[src/rtl/arrow_spawner_if.sv]
// Play control in, row-advance tick and row-1 arrow pattern out.
// The spawner is the master; the playfield row stages are the slave.
interface arrow_spawner_if;
    logic       play;
    logic       is10;
    logic [3:0] num;
    logic [7:0] arrowCount;
    logic       done;

    modport master (input play, output is10, num, arrowCount, done);
    modport slave  (output play, input is10, num, arrowCount, done);
endinterface

[src/rtl/arrow_spawner.sv]
// Top-of-column arrow source: row-advance tick plus pseudo-random, spaced
// arrow patterns for a fixed-length song, followed by a drain period.
//
// state   | meaning
// S_IDLE  | waiting for play; tick counter held at 0
// S_RUN   | spawning arrows on every tick until SONG_LEN arrows are out
// S_DRAIN | empty ticks so the last arrows fall off the screen
// S_DONE  | song finished, done high; dropping play returns to IDLE
module arrow_spawner #(
    parameter int         TICK_DIV    = 10,
    parameter logic [7:0] SEED        = 8'hA5,
    parameter int         MIN_GAP     = 1,
    parameter int         SONG_LEN    = 32,
    parameter int         DRAIN_TICKS = 8
) (
    input  logic           i_clk,
    input  logic           i_rst,
    arrow_spawner_if.master bus
);
    localparam int            TW        = $clog2(TICK_DIV);
    localparam logic [TW-1:0] TICK_LAST = TW'(TICK_DIV - 1);
    localparam logic [7:0]    GAP_INIT  = 8'(MIN_GAP);
    localparam logic [7:0]    SONG_END  = 8'(SONG_LEN);
    localparam logic [7:0]    DRAIN_END = 8'(DRAIN_TICKS);

    typedef enum logic [1:0] {S_IDLE, S_RUN, S_DRAIN, S_DONE} state_t;

    state_t        r_state;
    logic [TW-1:0] r_tick;
    logic [7:0]    r_lfsr;
    logic [7:0]    r_gap;
    logic [3:0]    r_num;
    logic [7:0]    r_count;
    logic [7:0]    r_drain;
    logic          r_done;

    logic w_active;
    logic w_is10;
    logic w_fb;

    assign w_active = (r_state == S_RUN) || (r_state == S_DRAIN);
    assign w_is10   = w_active && bus.play && (r_tick == TICK_LAST);
    assign w_fb     = r_lfsr[7] ^ r_lfsr[5] ^ r_lfsr[4] ^ r_lfsr[3];

    always_ff @(posedge i_clk) begin
        if (i_rst) begin
            r_state <= S_IDLE;
            r_tick  <= '0;
            r_lfsr  <= SEED;
            r_gap   <= GAP_INIT;
            r_num   <= '0;
            r_count <= '0;
            r_drain <= '0;
            r_done  <= 1'b0;
        end else begin
            case (r_state)
                S_IDLE: begin
                    r_tick <= '0;
                    if (bus.play) r_state <= S_RUN;
                end
                S_RUN, S_DRAIN: begin
                    // play low freezes everything, including the tick phase
                    if (bus.play) begin
                        if (w_is10) begin
                            r_tick <= '0;
                            if (r_state == S_RUN) begin
                                r_lfsr <= {r_lfsr[6:0], w_fb};
                                if (r_gap < GAP_INIT) begin
                                    r_num <= '0;
                                    r_gap <= r_gap + 8'd1;
                                end else if (r_lfsr[4]) begin
                                    r_num   <= 4'b0001 << r_lfsr[1:0];
                                    r_gap   <= '0;
                                    r_count <= r_count + 8'd1;
                                    if (r_count + 8'd1 == SONG_END) begin
                                        r_state <= S_DRAIN;
                                        r_drain <= '0;
                                    end
                                end else begin
                                    r_num <= '0;
                                end
                            end else begin
                                r_num   <= '0;
                                r_drain <= r_drain + 8'd1;
                                if (r_drain + 8'd1 == DRAIN_END) begin
                                    r_state <= S_DONE;
                                    r_done  <= 1'b1;
                                end
                            end
                        end else begin
                            r_tick <= r_tick + TW'(1);
                        end
                    end
                end
                S_DONE: begin
                    r_tick <= '0;
                    // LFSR deliberately keeps running state so the next song differs
                    if (!bus.play) begin
                        r_state <= S_IDLE;
                        r_done  <= 1'b0;
                        r_count <= '0;
                        r_gap   <= GAP_INIT;
                        r_num   <= '0;
                    end
                end
                default: r_state <= S_IDLE;
            endcase
        end
    end

    assign bus.is10       = w_is10;
    assign bus.num        = r_num;
    assign bus.arrowCount = r_count;
    assign bus.done       = r_done;
endmodule

[src/flat_wrapper.sv]
// flat-port wrapper written by rule: the top's interface ports become plain ports
module arrow_spawner_flat 
#(
    parameter int         TICK_DIV    = 10,
    parameter logic [7:0] SEED        = 8'hA5,
    parameter int         MIN_GAP     = 1,
    parameter int         SONG_LEN    = 32,
    parameter int         DRAIN_TICKS = 8
)
  (i_clk, i_rst, bus_play, bus_is10, bus_num, bus_arrowCount, bus_done);
  arrow_spawner_if bus_i ();
  input  logic i_clk;
  input  logic i_rst;
  input wire logic [$bits(bus_i.play)-1:0] bus_play;
  output wire logic [$bits(bus_i.is10)-1:0] bus_is10;
  output wire logic [$bits(bus_i.num)-1:0] bus_num;
  output wire logic [$bits(bus_i.arrowCount)-1:0] bus_arrowCount;
  output wire logic [$bits(bus_i.done)-1:0] bus_done;
  assign bus_i.play = bus_play;
  assign bus_is10 = bus_i.is10;
  assign bus_num = bus_i.num;
  assign bus_arrowCount = bus_i.arrowCount;
  assign bus_done = bus_i.done;
  arrow_spawner #(.TICK_DIV(TICK_DIV), .SEED(SEED), .MIN_GAP(MIN_GAP), .SONG_LEN(SONG_LEN), .DRAIN_TICKS(DRAIN_TICKS)) u_core (.i_clk(i_clk), .i_rst(i_rst), .bus(bus_i));
endmodule
[config.mk]
export PLATFORM = sky130hd
export DESIGN_NAME = arrow_spawner_flat
export DESIGN_NICKNAME = d
export VERILOG_FILES = /design/src/rtl/arrow_spawner_if.sv /design/src/rtl/arrow_spawner.sv /design/src/flat_wrapper.sv
export SDC_FILE = /design/constraint.sdc
export NUM_CORES = 1
export LEC_CHECK = 0
export ABC_AREA = 0
export CORE_AREA = 2 2 49 97
export CTS_BUF_LIST = sky130_fd_sc_hd__clkbuf_16
export CTS_CLUSTER_DIAMETER = 40
export CTS_CLUSTER_SIZE = 24
export DETAILED_ROUTE_END_ITERATION = 7
export DIE_AREA = 0 0 51 99
export PLACE_DENSITY_LB_ADDON = 0.05
export SLEW_MARGIN = 10
export SYNTH_ARGS = -nofsm -noshare
export SYNTH_HDL_FRONTEND = slang
export SYNTH_SLANG_ARGS = --single-unit
[constraint.sdc]
create_clock -name i_clk -period 2.9 [get_ports i_clk]
set_clock_uncertainty 0.1 [all_clocks]
set_input_delay 0.58 -clock i_clk [delete_from_list [all_inputs] [get_ports i_clk]]
set_output_delay 0.58 -clock i_clk [all_outputs]
set_load 0.01 [all_outputs]
==> After elaboration in Yosys (flattened, before gate mapping) <==
Index checks and enable logic that the tools add are counted.
Widths: inputs -> output; s select.
{ "classes": {"div": 0, "n_mux": 44, "bitwise": 3, "eq_ne": 23, "add_sub_neg": 4, "order_cmp": 1, "n_mul": 0, "shifts": 1, "reduce_logical": 14} }
{ "op_table": {"columns": ["cell", "count"], "rows": [
  ["$mux 8", 16],
  ["$mux 4", 8],
  ["$pmux 8 s2", 2],
  ["$add 8x1->8 const B", 3],
  ["$mux 2", 9],
  ["$reduce_and 6->1", 3],
  ["$ne 2x2->1 const B", 8],
  ["$pmux 4 s2", 2],
  ["$eq 8x4->1 const B", 1],
  ["$eq 8x6->1 const B", 1],
  ["$lt 8x1->1 const B", 1],
  ["$ne 2x1->1 const B", 4],
  ["$reduce_and 4->1", 2],
  ["$reduce_and 8->1", 1],
  ["$reduce_and 7->1", 1],
  ["$ne 3x1->1 const B", 2],
  ["$ne 3x3->1 const B", 2],
  ["$pmux 2 s3", 1],
  ["$mux 1", 5],
  ["$add 4x1->4 const B", 1],
  ["$eq 2x2->1 const B", 2],
  ["$eq 4x4->1 const B", 1],
  ["$reduce_or 2->1", 2],
  ["$shl 1x2->4 const A", 1],
  ["other kinds (8)", 11]
]} }
{ "totals": {"latchBits": 0, "ramBits": 0, "reg_bits": 43, "memories": 0, "romBits": 0, "inputBits": 3} }

==> Logic depth before layout (Yosys ltp) <==
Gate-level depths: netlist of run 1.
{ "logic_depth": {"depth_word": 9, "mapped_depth": 10, "mapped_depth_nobuf": 9} }

==> Worst setup path before layout of run 1 <==
Ideal clock, no wire load.
{ "synth_path": {"path_kind": "reg-to-reg", "from": "register u_core.r_drain[0]", "to": "register u_core.r_done (netlist: u_core.bus.done)", "path_stages_with_launch": 8, "period_less_slack_ps": 2220, "n_path_buf": 0, "path_slack_ps": 680, "t_arrival_ps": 1997, "required_time_ps": 2677, "setup_ps": 123, "path_cell_list": "dfxtp_1 > ha_1 > nand3_2 > xor2_1 > nand2_1 > or4_1 > a211oi_2 > mux2_1"} }
{ "synth_via": {"elab_chain_len": 4} }
{ "synth_rtl": {"columns": ["item", "line_no", "rtl"], "rows": [
  ["from (decl)", "arrow_spawner.sv:34", "logic [7:0] r_drain;"],
  ["from (signal assigned)", "arrow_spawner.sv:84", "r_drain <= r_drain + 8'd1;"],
  ["$add 8x1->8", "arrow_spawner.sv:85", "if (r_drain + 8'd1 == DRAIN_END) begin"],
  ["$eq 8x4->1", "arrow_spawner.sv:85", null],
  ["$ne 2x1->1 (no source line)", null, null],
  ["$reduce_and 6->1 (no source line)", null, null],
  ["to (signal assigned)", "arrow_spawner.sv:54", "r_done <= 1'b0;"],
  ["to (signal assigned)", "arrow_spawner.sv:87", "r_done <= 1'b1;"],
  ["to (signal assigned)", "arrow_spawner.sv:100", "r_done <= 1'b0;"],
  ["to (decl)", "arrow_spawner.sv:35", "logic r_done;"]
]} }
No other way between the ends.
A chain may end at the register's enable or synchronous reset.

==> Final worst setup path of run 1 <==
{ "layout_path": {"from": "register u_core.r_state[0]", "to": "output port bus_is10"} }
{ "layout_via": {"elab_chain_len": 4, "word_cells_on_any_way": 5, "classes_between": "eq/ne (2); reduce/logical (3)"} }
{ "layout_rtl": {"columns": ["item", "line_no", "rtl"], "rows": [
  ["from (decl)", "arrow_spawner.sv:28", "state_t r_state;"],
  ["from (signal assigned)", "arrow_spawner.sv:47", "r_state <= S_IDLE;"],
  ["from (signal assigned)", "arrow_spawner.sv:59", "if (bus.play) r_state <= S_RUN;"],
  ["from (signal assigned)", "arrow_spawner.sv:76", "r_state <= S_DRAIN;"],
  ["$eq 2x1->1 / $eq 2x2->1 (equally long branches)", "arrow_spawner.sv:41", "assign w_active = (r_state == S_RUN) || (r_state == S_DRAIN);"],
  ["$logic_or 1x1->1 *", "arrow_spawner.sv:41", null],
  ["$logic_and 1x1->1 * (2 in series)", "arrow_spawner.sv:42", "assign w_is10 = w_active && bus.play && (r_tick == TICK_LAST);"],
  ["to (decl)", "flat_wrapper.sv:15", "output wire logic [$bits(bus_i.is10)-1:0] bus_is10;"]
]} }
Mark *: on every way between the ends. The rest lies on a longest branch, timed or not.

==> results.sh, run 1 <==
export IMPL_holdPathStages=2
export IMPL_run_status="finished, final reports clean"
export IMPL_leakagePower_nw=0.9975
export IMPL_path_max_fanout=8
export IMPL_cts_root_buffer="sky130_fd_sc_hd__clkbuf_16"
export IMPL_max_cap_violations=0
export IMPL_crit_family="buffers and inverters"
export IMPL_tritoncts="built"
export IMPL_reg2regPathDepth=7
export IMPL_final_min_clock_period_ns=2.701
export IMPL_initialDrtViolationCount=46
export IMPL_synth_async_sr_flop_share_pct=0
export IMPL_worst_endpoint_arrival_ns=2.02
export IMPL_antenna_cells=0
export IMPL_crit_cells=5
export IMPL_num_nets_final=330
export IMPL_synth_area_top_cells="sky130_fd_sc_hd__dfxtp_1 (35%), sky130_fd_sc_hd__ha_1 (7.2%), sky130_fd_sc_hd__a21oi_1 (6.3%)"
export IMPL_cp_buffers_inverters=3
export IMPL_placement_rows=34
export IMPL_synth_largest_area_cell="sky130_fd_sc_hd__dfxtp_1"
export IMPL_hold_path_class="flip-flop to flip-flop"
export IMPL_clk_pin_slew_worst_paths_ns=0.06
export IMPL_timing_rr_start="u_core.r_drain[0]$_SDFFE_PP0P_"
export IMPL_syn_inst=297
export IMPL_cts_htree_levels=2
export IMPL_insertion_delay_of_the_later_clocked_pin_in_the_worst_skew_pair_ns=0.29
export IMPL_grt_util_all_layers_pct=23.96
export IMPL_r2r_end="u_core.bus.done$_SDFFE_PP0P_"
export IMPL_timing_hold_ws_ns=0.3556
export IMPL_yosys_cell_count_top_type="sky130_fd_sc_hd__dfxtp_1"
export IMPL_syn_area_sq_um=2447
export IMPL_synth_fp_nets=314
export IMPL_route_detailed_vias_per_inst=5.821
export IMPL_final_hold_viol_count=0
export IMPL_synth_largest_type_area_fraction_pct=35.17
export IMPL_die_y_microns=99
export IMPL_grt_pass1_wl_microns=9356
export IMPL_holdCritStartpoint="u_core.r_lfsr[6]$_SDFFE_PP0P_"
export IMPL_critical_path_startpoint_type="flip-flop"
export IMPL_remaining_design_rule_violation_count=0
export IMPL_resized_cells_post_cts=0
export IMPL_grt_ovfl_total=0
export IMPL_criticalPathCategory="flip-flop to primary output"
export IMPL_yosysSeqAreaShare_pct=35.17
export IMPL_floorplan_initialDensity_pct=56.96
export IMPL_timing_critical_path_to_type="primary output"
export IMPL_hold_path_endpoint="u_core.r_lfsr[6]$_SDFFE_PP0P_"
export IMPL_coreArea_sq_um=4297
export IMPL_max_slew_worst_pin_slew_ns=0.5929
export IMPL_final_max_slew_violation_count=0
export IMPL_maxSlewHeadroom_pct=60.43
export IMPL_avgSynthCellArea_sq_um=8.240
export IMPL_half_perimeter_wire_length_of_the_detailed_placement_result_microns=4042
export IMPL_area_delta_synth_final_pct=14.52
export IMPL_maxClockFrequency_mhz=370.3
export IMPL_finalWirelength_microns=5519
export IMPL_layout_cells_non_filler=368
export IMPL_ys_flop_type="sky130_fd_sc_hd__dfxtp_1"
export IMPL_gp_congestion=0.7613
export IMPL_critical_path_max_stage_delay_ns=0.54
export IMPL_postSynthRegisterBits=43
export IMPL_grt_pass1_vias=2052
export IMPL_path_cells="inv_1 > ha_1 > nand3_1 > inv_2 > clkdlybuf4s50_1"
export IMPL_p_per_area_nw_per_um2=638.1
export IMPL_cts_made_buffers=5
export IMPL_detailroute_via_count=2142
export IMPL_min_period_over_period_pct=93.12
export IMPL_postCtsSetupBuffers=0
export IMPL_final_layout_size_suffix_gt1_share_pct=9.873
export IMPL_setup_violations=0
export IMPL_synth_cells_most_frequent="sky130_fd_sc_hd__dfxtp_1 (43), sky130_fd_sc_hd__a21oi_1 (31), sky130_fd_sc_hd__nor2_1 (31)"
export IMPL_grt_setup_unrepaired="false"
export IMPL_critPathSlowestCell="sky130_fd_sc_hd__clkdlybuf4s50_1"
export IMPL_timing_critical_path_required_ns=2.22
export IMPL_wl_per_cell_microns=15.00
export IMPL_top_level_ports=17
export IMPL_yosys_warnings=0
export IMPL_grt_max_degree=15
export IMPL_netlist_cell_type_count=55
export IMPL_peak_supply_drop_uv=478.7
export IMPL_synth_edf_count=0
export IMPL_reg2reg_slack_ns=0.39
export IMPL_crit_path_start="u_core.r_state[0]$_SDFFE_PP0P_"
export IMPL_antenna_violations_before_repair=0
export IMPL_numPortBuffers=16
export IMPL_die_area_sq_um=5049
export IMPL_cts_path_max_buffers=2
export IMPL_setup_tns_ns=0
export IMPL_cts_hold_buffers=0
export IMPL_drt_first_pass_iters=4
export IMPL_antenna_violating_nets_post_route=0
export IMPL_die_width_microns=51
export IMPL_clock_sinks=43
export IMPL_place_inst=360
worst reg2reg max path, stage by stage (launching register included):
cell	delay (ns)
sky130_fd_sc_hd__dfxtp_1	0.45
sky130_fd_sc_hd__ha_1	0.30
sky130_fd_sc_hd__nand3_2	0.14
sky130_fd_sc_hd__xor2_1	0.20
sky130_fd_sc_hd__nand2_1	0.09
sky130_fd_sc_hd__or4_1	0.53
sky130_fd_sc_hd__a211oi_2	0.26
sky130_fd_sc_hd__mux2_1	0.34
cells by family after synthesis:
logic type               share of synthesized area, %
buffers and inverters                           5.010
AND/OR/NAND/NOR                                 27.71
multiplexers                                    1.278
flip-flops                                      35.17
AO/OA/AOI/OAI                                   20.45
XOR/XNOR                                        3.221
adder cells (fa/ha/maj)                         7.158
sequential cells by signal, indices dropped and copies added (netlist names):
| signal | cells |
|---|---|
| u_core.bus.arrowCount | 8 |
| u_core.r_drain | 8 |
| u_core.r_gap | 8 |
| u_core.r_lfsr | 8 |
| u_core.bus.num | 4 |
| u_core.r_tick | 4 |
| u_core.r_state | 2 |
| u_core.bus.done | 1 |
layer usage:
| layer | global-route usage, % | part of all wire [%] | vias up |
|---|---|---|---|
| met5 | 0 | 0 | - |
| met4 | 11.85 | 2.5 | 0 |
| met3 | 3.182 | 2.0 | 9 |
| met2 | 43.16 | 54 | 26 |
| met1 | 26.34 | 42 | 1002 |
| li1 | - | - | 1105 |
how the worst max path moves through the flow:
stage	to
floorplan	u_core.bus.done$_SDFFE_PP0P_
detailed placement	u_core.r_gap[5]$_SDFFE_PP0P_
finish	bus_is10
global placement	bus_is10
CTS	bus_is10
global route	bus_is10
layout by cell type (no fill, tap or decap), types with 5 or more instances in the layout:
cell type / n
sky130_fd_sc_hd__a21oi_1: 31
sky130_fd_sc_hd__a32oi_1: 5
sky130_fd_sc_hd__buf_4: 8
sky130_fd_sc_hd__clkbuf_16: 5
sky130_fd_sc_hd__clkdlybuf4s50_1: 16
sky130_fd_sc_hd__dfxtp_1: 43
sky130_fd_sc_hd__ha_1: 14
sky130_fd_sc_hd__inv_1: 13
sky130_fd_sc_hd__nand2_1: 25
sky130_fd_sc_hd__nand3_1: 13
sky130_fd_sc_hd__nand3b_1: 11
sky130_fd_sc_hd__nor2_1: 31
sky130_fd_sc_hd__nor3_1: 11
sky130_fd_sc_hd__o21ai_0: 7
sky130_fd_sc_hd__xnor2_1: 5
final cells by class:
cell class	count	area, sq um
sequential	43	860.8
fill	373	1494
tap	54	67.56
clock inverter	3	16.27
inverter	13	48.80
multi-input combinational	226	1464
timing repair buffer	24	220.2
clock buffer	5	125.1
report_power, final:
part / leakage [nW] / internal [W] / switching, W / total [W]
clock network: 0.0710 / 0.000314 / 0.000233 / 0.000547
registers: 0.347 / 0.000635 / 0.0000512 / 0.000686
logic: 0.579 / 0.000221 / 0.000334 / 0.000555
through the flow:
stage	cell area [sq um]	setup slack (ns)	power, W	util, %
final	2803	0.1994	0.001788	65.23
after global routing	2803	0.05776	0.001901	65.23
after detailed placement	2661	0.1920	0.001255	61.94
after CTS	2803	0.1623	0.001799	65.23
after floorplan	2447	0.6797	0.001122	-
after global placement	2661	0.2389	0.001247	61.94
Power figures use the tool's default switching activity.
==> run 2: changes to the inputs <==
- CORE_AREA: 2 2 49 97 -> 2 2 51 101
- DIE_AREA: 0 0 51 99 -> 0 0 53 103
==> results.sh, run 2 (same netlist as run 1, synthesis figures left out) <==
export IMPL_setup_tns_ns=0
export IMPL_antenna_cells=0
export IMPL_reg2reg_slack_ns=0.43
export IMPL_remaining_design_rule_violation_count=0
export IMPL_floorplan_initialDensity_pct=51.75
export IMPL_peak_supply_drop_uv=571.3
export IMPL_timing_hold_ws_ns=0.3605
export IMPL_final_layout_size_suffix_gt1_share_pct=10.16
export IMPL_die_area_sq_um=5459
export IMPL_cts_hold_buffers=0
export IMPL_grt_ovfl_total=0
export IMPL_grt_pass1_wl_microns=9542
export IMPL_final_common_cell="sky130_fd_sc_hd__dfxtp_1"
export IMPL_placement_rows=36
export IMPL_tritoncts="built"
export IMPL_grt_pass1_vias=2037
export IMPL_num_nets_final=331
export IMPL_insertion_delay_of_the_later_clocked_pin_in_the_worst_skew_pair_ns=0.29
export IMPL_antenna_violations_before_repair=0
export IMPL_finalWirelength_microns=5508
export IMPL_drt_first_pass_iters=4
export IMPL_cts_made_buffers=5
export IMPL_critical_path_startpoint_type="flip-flop"
export IMPL_p_per_area_nw_per_um2=660.0
export IMPL_leakagePower_nw=1.013
export IMPL_top_level_ports=17
export IMPL_hold_path_class="flip-flop to flip-flop"
export IMPL_detailroute_via_count=2189
export IMPL_timing_critical_path_to_type="primary output"
export IMPL_final_max_slew_violation_count=0
export IMPL_cts_root_buffer="sky130_fd_sc_hd__clkbuf_16"
export IMPL_timing_critical_path_required_ns=2.22
export IMPL_grt_setup_unrepaired="false"
export IMPL_initialDrtViolationCount=42
export IMPL_criticalPathCategory="flip-flop to primary output"
export IMPL_die_y_microns=103
export IMPL_antenna_violating_nets_post_route=0
export IMPL_half_perimeter_wire_length_of_the_detailed_placement_result_microns=3957
export IMPL_setup_violations=0
export IMPL_final_hold_viol_count=0
export IMPL_final_min_clock_period_ns=2.715
export IMPL_postCtsSetupBuffers=0
export IMPL_clock_sinks=43
export IMPL_wl_per_cell_microns=14.81
export IMPL_coreArea_sq_um=4730
export IMPL_grt_max_degree=25
export IMPL_die_width_microns=53
export IMPL_path_max_fanout=8
export IMPL_mostFrequentLayoutCells="sky130_fd_sc_hd__dfxtp_1 (43), sky130_fd_sc_hd__a21oi_1 (31), sky130_fd_sc_hd__nor2_1 (31)"
export IMPL_worst_endpoint_arrival_ns=2.04
export IMPL_maxClockFrequency_mhz=368.3
export IMPL_cts_htree_levels=2
export IMPL_clk_pin_slew_worst_paths_ns=0.06
export IMPL_gp_congestion=0.8890
export IMPL_route_detailed_vias_per_inst=5.884
export IMPL_grt_util_all_layers_pct=23.34
export IMPL_numPortBuffers=16
export IMPL_run_status="finished, final reports clean"
export IMPL_max_cap_violations=0
export IMPL_min_period_over_period_pct=93.63
export IMPL_max_slew_worst_pin_slew_ns=0.6132
export IMPL_area_delta_synth_final_pct=15.90
export IMPL_cts_path_max_buffers=2
export IMPL_maxSlewHeadroom_pct=59.08
export IMPL_resized_cells_post_cts=0
[run 2: power by group]
group	leakage [nW]	internal, W	switching, W	total (W)
Sequential	0.347	0.000635	0.0000522	0.000687
Combinational	0.584	0.000221	0.000340	0.000561
Clock	0.0812	0.000401	0.000223	0.000624
[run 2: final timing paths]
check                                  from                                    end  cells after the start
min           u_core.r_lfsr[6]$_SDFFE_PP0P_          u_core.r_lfsr[6]$_SDFFE_PP0P_                      2
max          u_core.r_state[0]$_SDFFE_PP0P_                               bus_is10                      5
min reg2reg   u_core.r_lfsr[6]$_SDFFE_PP0P_          u_core.r_lfsr[6]$_SDFFE_PP0P_                      2
max reg2reg  u_core.r_state[0]$_SDFFE_PP0P_  u_core.bus.arrowCount[6]$_SDFFE_PP0P_                      9
[run 2: layout make-up]
class / instances / area [sq um]
clock buffers: 5 / 125.1
clock inverters: 3 / 38.79
fillers: 449 / 1893
inverters: 13 / 48.80
multi-input cells: 226 / 1464
flip-flops and latches: 43 / 860.8
well taps: 57 / 71.32
repair buffers: 25 / 227.7
[run 2: metrics by stage]
step / util, % / instances / power, W / instance area (sq um) / worst slack [ns]
global route: 59.97 / 372 / 0.001990 / 2836 / 0.02822
detailed placement: 56.51 / 364 / 0.001257 / 2673 / 0.1995
finish: 59.97 / 372 / 0.001872 / 2836 / 0.1847
CTS: 59.97 / 372 / 0.001886 / 2836 / 0.1744
floorplan: - / 297 / 0.001122 / 2447 / 0.6797
global placement: 56.51 / 364 / 0.001233 / 2673 / 0.2600
[run 2: per-layer routing]
metal  up-vias  wire length [microns]  global-route usage [%]
li1       1108                      -                       -
met1      1040                   2474                   29.90
met2        32                   2795                   38.27
met3         9                    127                   3.623
met4         0                    111                   9.665
met5         -                      0                       0
[run 2: critical path, stage by stage (launching register included)]
cell and delay, ns:
sky130_fd_sc_hd__dfxtp_1 0.38, sky130_fd_sc_hd__inv_1 0.11, sky130_fd_sc_hd__ha_1 0.46, sky130_fd_sc_hd__nand3_1 0.18, sky130_fd_sc_hd__inv_2 0.09, sky130_fd_sc_hd__clkdlybuf4s50_1 0.53
==> run 3: changes to the inputs <==
- CTS_CLUSTER_SIZE: 24 -> default
==> results of run 3 <==
The final DEF is identical to that of run 2; final timing and power are the same.
==> RTL edit 1, RTL diff (settings of run 2) <==
One comparison of `r_tick` changes from == to >=.
--- a/src/rtl/arrow_spawner.sv
+++ b/src/rtl/arrow_spawner.sv
@@ -40,5 +40,5 @@
 
     assign w_active = (r_state == S_RUN) || (r_state == S_DRAIN);
-    assign w_is10   = w_active && bus.play && (r_tick == TICK_LAST);
+    assign w_is10   = w_active && bus.play && (r_tick >= TICK_LAST);
     assign w_fb     = r_lfsr[7] ^ r_lfsr[5] ^ r_lfsr[4] ^ r_lfsr[3];
 
Check against the original RTL: no difference found for any inputs over 10 cycles, from zero or initial values and one cycle with i_rst high; that may be too few to reach the edited logic, so the function may still have changed.
==> RTL edit 1 against run 2 <==
  * Non-clock buffer count is 2 lower
  * Wire length down 2.3%
  * Total power fell by 4.0%
  * Design area grew 0.75%
  * Critical path depth up 1
  * Area after synthesis grew 0.56%
  * Count of clock-buffer cells in the layout is the same
  * Synthesized cell count is 2.7% lower
  * Sequential share of layout area shrank 0.23 points
  * Die area stayed put
  * Sequential cell count stayed put
  * Combinational power decreased by 7.5%
  * Setup slack worse by 0.0094 ns
  * Critical path type unchanged
==> RTL edit 1: results (changes against run 2) <==
* Cells after DPL at 355 (-2.5%)
* Hpwl dp at 3.92 mm (-0.97%)
* Htree depth at 2 (unchanged)
* Synth cell types at 57 (+3.6%)
* Worst-Margin Slew at 0.598 ns (-0.0157 ns)
* Crit path largest cell delay at 0.47 ns (-0.06 ns)
* Top Metal Used: met4
* Metal-1 WL at 2.36 mm (-4.6%)
* Via density at 5.98 (+1.7%)
* TritonRoute pass-1 iters at 5 (+1)
* Fillers at 448 (-0.22%)
* Status: finished clean
* Syn Nets at 307 (-2.2%)
* # port buffers at 16 (unchanged)
* Metal2 WL at 2.84 mm (+1.5%)
* HP Start: u_core.r_lfsr[6]
* Share of cells above drive strength 1 at 11.4% (+1.3 points)
* Max Fanout on Critical Path at 4 (-4)
* Post-CTS Repair Setup Buffers at 0 (unchanged)
* Routed wire per std cell at 14.8 um (+0.17%)
* Largest cells by area after synthesis: dfxtp_1, ha_1, nand2_1, nand3_1, a21oi_1
* R2R Path Start: u_core.r_tick[1]
* Skew-Pair Late Insertion Delay at 0.28 ns
* Nets at 323 (-2.4%)
* First-pass GRT wire length at 9.18 mm (-3.8%)
* Num CTS Buffers at 5 (unchanged)
* Primary FF master, synth: dfxtp_1
* ANT cells at 0 (unchanged)
* Hold crit path type: reg -> reg
* Clock buffer depth at 2 (unchanged)
* GPL Wtd Cong at 0.786 (-12%)
* IR Drop Worst-Case VDD at 0.353 mV (-38%)
* Iteration-0 DRC Markers at 51 (+21%)
* Pre-CTS setup slack at 0.191 ns (-0.00882 ns)
* Crit-path leading delay family: buffers and inverters
* Number of global-route vias before repair at 2002 (-1.7%)
* Slowest stage cell, crit path: or3b_2
* Antenna violations before repair at 0 (unchanged)
* FFs w/ async S/R, synth at 0% (unchanged)
* Sequential cell area fraction in the yosys report at 35.0% (-0.20 points)
* Startpoint Class: flop
* Clock slew at reported path FFs at 0.06 ns (about the same)
* Gate Count Post-Synth at 289 (-2.7%)
* Tot GR Track Use at 22.4% (-0.99 points)
* Pleak at 1.01 nW (about the same)
* Synth top cells by count: dfxtp_1, nand2_1, nor2_1
* Vias at 2172 (-0.78%)
* Met3 WL at 83 um (-35%)
* CP arrival at 2.04 ns (about the same)
* Ys Warns at 0 (unchanged)
* Largest net degree at the start of global routing at 20 (-20%)
* CTS root buf: clkbuf_16
RTL edit 1: worst paths after layout:
check | to | slack [ns] | depth (start not counted)
setup / recovery | bus_is10 | 0.18 | 6
hold / removal | u_core.r_lfsr[6] | 0.36 | 2
setup reg to reg | u_core.bus.num[1] | 0.44 | 11
hold reg to reg | u_core.r_lfsr[6] | 0.36 | 2
RTL edit 1: layer usage:
metal	vias to the layer above	GRT usage (%)
met1	1038	26.8
met3	7	3.48
li1	1099	-
met5	-	0
met4	0	8.88
met2	28	38.8
RTL edit 1: per-stage QoR:
step	hold slack, ns	area [um^2]
after floorplan	0.337	2460
after global placement	0.344	2690
after detailed placement	0.352	2690
after CTS	0.362	2850
after global routing	0.394	2860
final	0.365	2860
RTL edit 1: report_power, final:
part	switching (mW)	internal [mW]	leakage (nW)	total, mW
clock	0.220	0.401	0.0812	0.621
combinational	0.316	0.203	0.584	0.519
sequential	0.0341	0.622	0.347	0.656
RTL edit 1: final cells by class:
cell class                      count  area [um^2]  share of cell area, %
Inverter                           19         71.3                   2.50
Clock inverter                      3         38.8                   1.36
Clock buffer                        5          125                   4.38
Sequential cell                    43          861                   30.1
Timing Repair Buffer               23          213                   7.44
Multi-Input combinational cell    213         1480                   51.7
Tap cell                           57         71.3                   2.50
RTL edit 1: cell families (layout without fill, tap and decap cells):
logic type	after synthesis	after routing	share of synthesized area (%)
and+or+nand+nor	109	109	24.0
muxes	4	4	1.73
buffers and inverters	33	50	5.19
xor gates and xnor gates	9	9	3.20
DFF	43	43	35.0
adders and majority gates	15	15	7.63
AOI/OAI and AO/OA	76	76	23.3
RTL edit 1: tightest hold or removal path, cell delays in order (launching register included):
cell and delay (ns):
dfxtp_1 0.31, nand2_1 0.05, a21oi_1 0.05
RTL edit 1: repair_timing:
action | 4_1_cts | 5_1_grt
resized for setup | 0 | 1
hold buffers | 0 | 0
endpoints found under the setup margin | 0 | 1
==> RTL edit 2, RTL diff (flow settings as in run 2) <==
Made on the original files. `TICK_DIV` is set to 10 in 2 places; all go to 5.
--- a/src/rtl/arrow_spawner.sv
+++ b/src/rtl/arrow_spawner.sv
@@ -8,5 +8,5 @@
 // S_DONE  | song finished, done high; dropping play returns to IDLE
 module arrow_spawner #(
-    parameter int         TICK_DIV    = 10,
+    parameter int         TICK_DIV    = 5,
     parameter logic [7:0] SEED        = 8'hA5,
     parameter int         MIN_GAP     = 1,
--- a/src/flat_wrapper.sv
+++ b/src/flat_wrapper.sv
@@ -2,5 +2,5 @@
 module arrow_spawner_flat 
 #(
-    parameter int         TICK_DIV    = 10,
+    parameter int         TICK_DIV    = 5,
     parameter logic [7:0] SEED        = 8'hA5,
     parameter int         MIN_GAP     = 1,
Formal check against the unedited RTL: not equivalent (a bounded check fails within 10 cycles, from zero or initial values and one cycle with i_rst high).
==> RTL edit 2 against run 2 <==
  * Area after synthesis down 5.2%
  * Worst hold slack worse by 0.0056 ns
  * Via count down 8.1%
  * Utilization down 2.4 points
  * Total power down 7.1%
  * Setup slack better by 0.048 ns
  * Synthesized cell count down 4.7%
  * Sequential cell count down 1
  * Sequential power down 7.0%
  * Cell count down 3.2%
  * Wire length down 11%
  * Non-clock buffer count down 1
  * Design area down 4.0%
  * Critical path type unchanged
  * Critical endpoint unchanged
  * Largest power group unchanged
==> RTL edit 2: results (changes against run 2) <==
* Htree depth at 2 (unchanged)
* IR Drop Worst-Case VDD at 0.507 mV (-11%)
* Status: finished clean
* # port buffers at 16 (unchanged)
* Via density at 5.59 (-5.1%)
* Worst-Margin Slew at 0.401 ns (-0.212 ns)
* Nets at 319 (-3.6%)
* Vias at 2011 (-8.1%)
* Max-slew violation count at 0 (unchanged)
* Routed wire per std cell at 13.7 um (-7.6%)
* Pleak at 1.01 nW (about the same)
* GPL Wtd Cong at 0.760 (-14%)
* Gate Count Post-Synth at 283 (-4.7%)
* Skew-Pair Late Insertion Delay at 0.28 ns
* CP arrival at 1.99 ns (-0.05 ns)
* Synth cell types at 53 (-3.6%)
* Antenna violations before repair at 0 (unchanged)
* Synth top cells by count: dfxtp_1, nand2_1, nor2_1
* Number of global-route vias before repair at 1770 (-13%)
* Syn Nets at 300 (-4.5%)
* Hold slack at 0.355 ns (-0.00559 ns)
* Sequential cell area fraction in the yosys report at 36.2% (+1.1 points)
* ANT cells at 0 (unchanged)
* Largest cells by area after synthesis: dfxtp_1, ha_1, nand2_1, nor2_1, a21oi_1
* First-pass GRT wire length at 7.81 mm (-18%)
* RR Endpoint: u_core.r_drain[4]
* Largest net degree at the start of global routing at 23 (-8.0%)
* Reg2Reg Setup Slack at 0.51 ns (+0.08 ns)
* Iteration-0 DRC Markers at 40 (-4.8%)
* Hold endpoint: u_core.r_lfsr[3]
* Cells after DPL at 352 (-3.3%)
* Tot GR Track Use at 18.9% (-4.5 points)
* Fillers at 442 (-1.6%)
* Hpwl dp at 3.66 mm (-7.5%)
* HP Start: u_core.r_lfsr[2]
* Share of cells above drive strength 1 at 8.25% (-1.9 points)
## RTL edit 2: cell count changes after synthesis, sizes merged, moves of 4 or more
cell / before / now
nand3: 15 / 10
nand2: 27 / 35
nor3: 11 / 6
nand2b: 0 / 5
mux2i: 2 / 6
nand3b: 11 / 2
a21oi: 31 / 20
clkbuf: 11 / 7
o21ai: 8 / 14
## RTL edit 2: area by class of cell
class                      instances  share of cell area, %
inverter                          16                   2.21
multi-input combinational        213                   50.1
clock inverter                     3                   1.52
sequential                        42                   30.9
tap                               57                   2.62
timing repair buffer              24                   8.09
clock buffer                       5                   4.60
## RTL edit 2: worst max path at each step
stage | startpoint | endpoint | slack [ns] | cells after the start
final | u_core.r_state[0] | bus_is10 | 0.23 | 4
after global routing | u_core.r_state[0] | bus_is10 | 0.13 | 4
after CTS | u_core.r_state[0] | bus_is10 | 0.21 | 4
after detailed placement | bus_play | u_core.r_gap[2] | 0.33 | 6
after global placement | bus_play | u_core.r_gap[5] | 0.34 | 6
after floorplan | u_core.r_state[0] | u_core.r_drain[4] | 0.75 | 8
## RTL edit 2: logic make-up (layout without fill, tap and decap cells)
| kind of cell | after synthesis | count (layout) | share of synthesized area, % |
|---|---|---|---|
| buf+inv | 28 | 48 | 4.96 |
| xor+xnor | 9 | 9 | 3.40 |
| flops | 42 | 42 | 36.2 |
| fa+ha+maj | 14 | 14 | 7.55 |
| mux | 6 | 6 | 2.59 |
| compound gates | 69 | 69 | 20.5 |
| simple gates | 115 | 115 | 24.8 |
## RTL edit 2: critical path, cell delays in order, from the launching register on
cell and delay [ns]:
dfxtp_1 0.39, inv_1 0.12, ha_1 0.42, and4_1 0.24, clkdlybuf4s50_1 0.54
## RTL edit 2: power by group
part | switching [mW] | internal [mW] | leakage (nW) | total [mW]
Clock | 0.230 | 0.403 | 0.0812 | 0.633
Combinational | 0.285 | 0.183 | 0.592 | 0.468
Sequential | 0.0299 | 0.609 | 0.339 | 0.639
## RTL edit 2: stage by stage
stage / setup WS (ns) / cell area [um^2]
final: 0.232 / 2720
after global routing: 0.133 / 2720
after CTS: 0.214 / 2720
after detailed placement: 0.335 / 2560
after global placement: 0.340 / 2560
after floorplan: 0.751 / 2320
## RTL edit 2: per-layer routing
layer	global-route usage, %	wire (um)	up-vias
li1	-	-	1039
met3	3.04	82	6
met4	7.69	76	0
met5	0	0	-
met2	32.2	2490	15
met1	22.9	2280	951
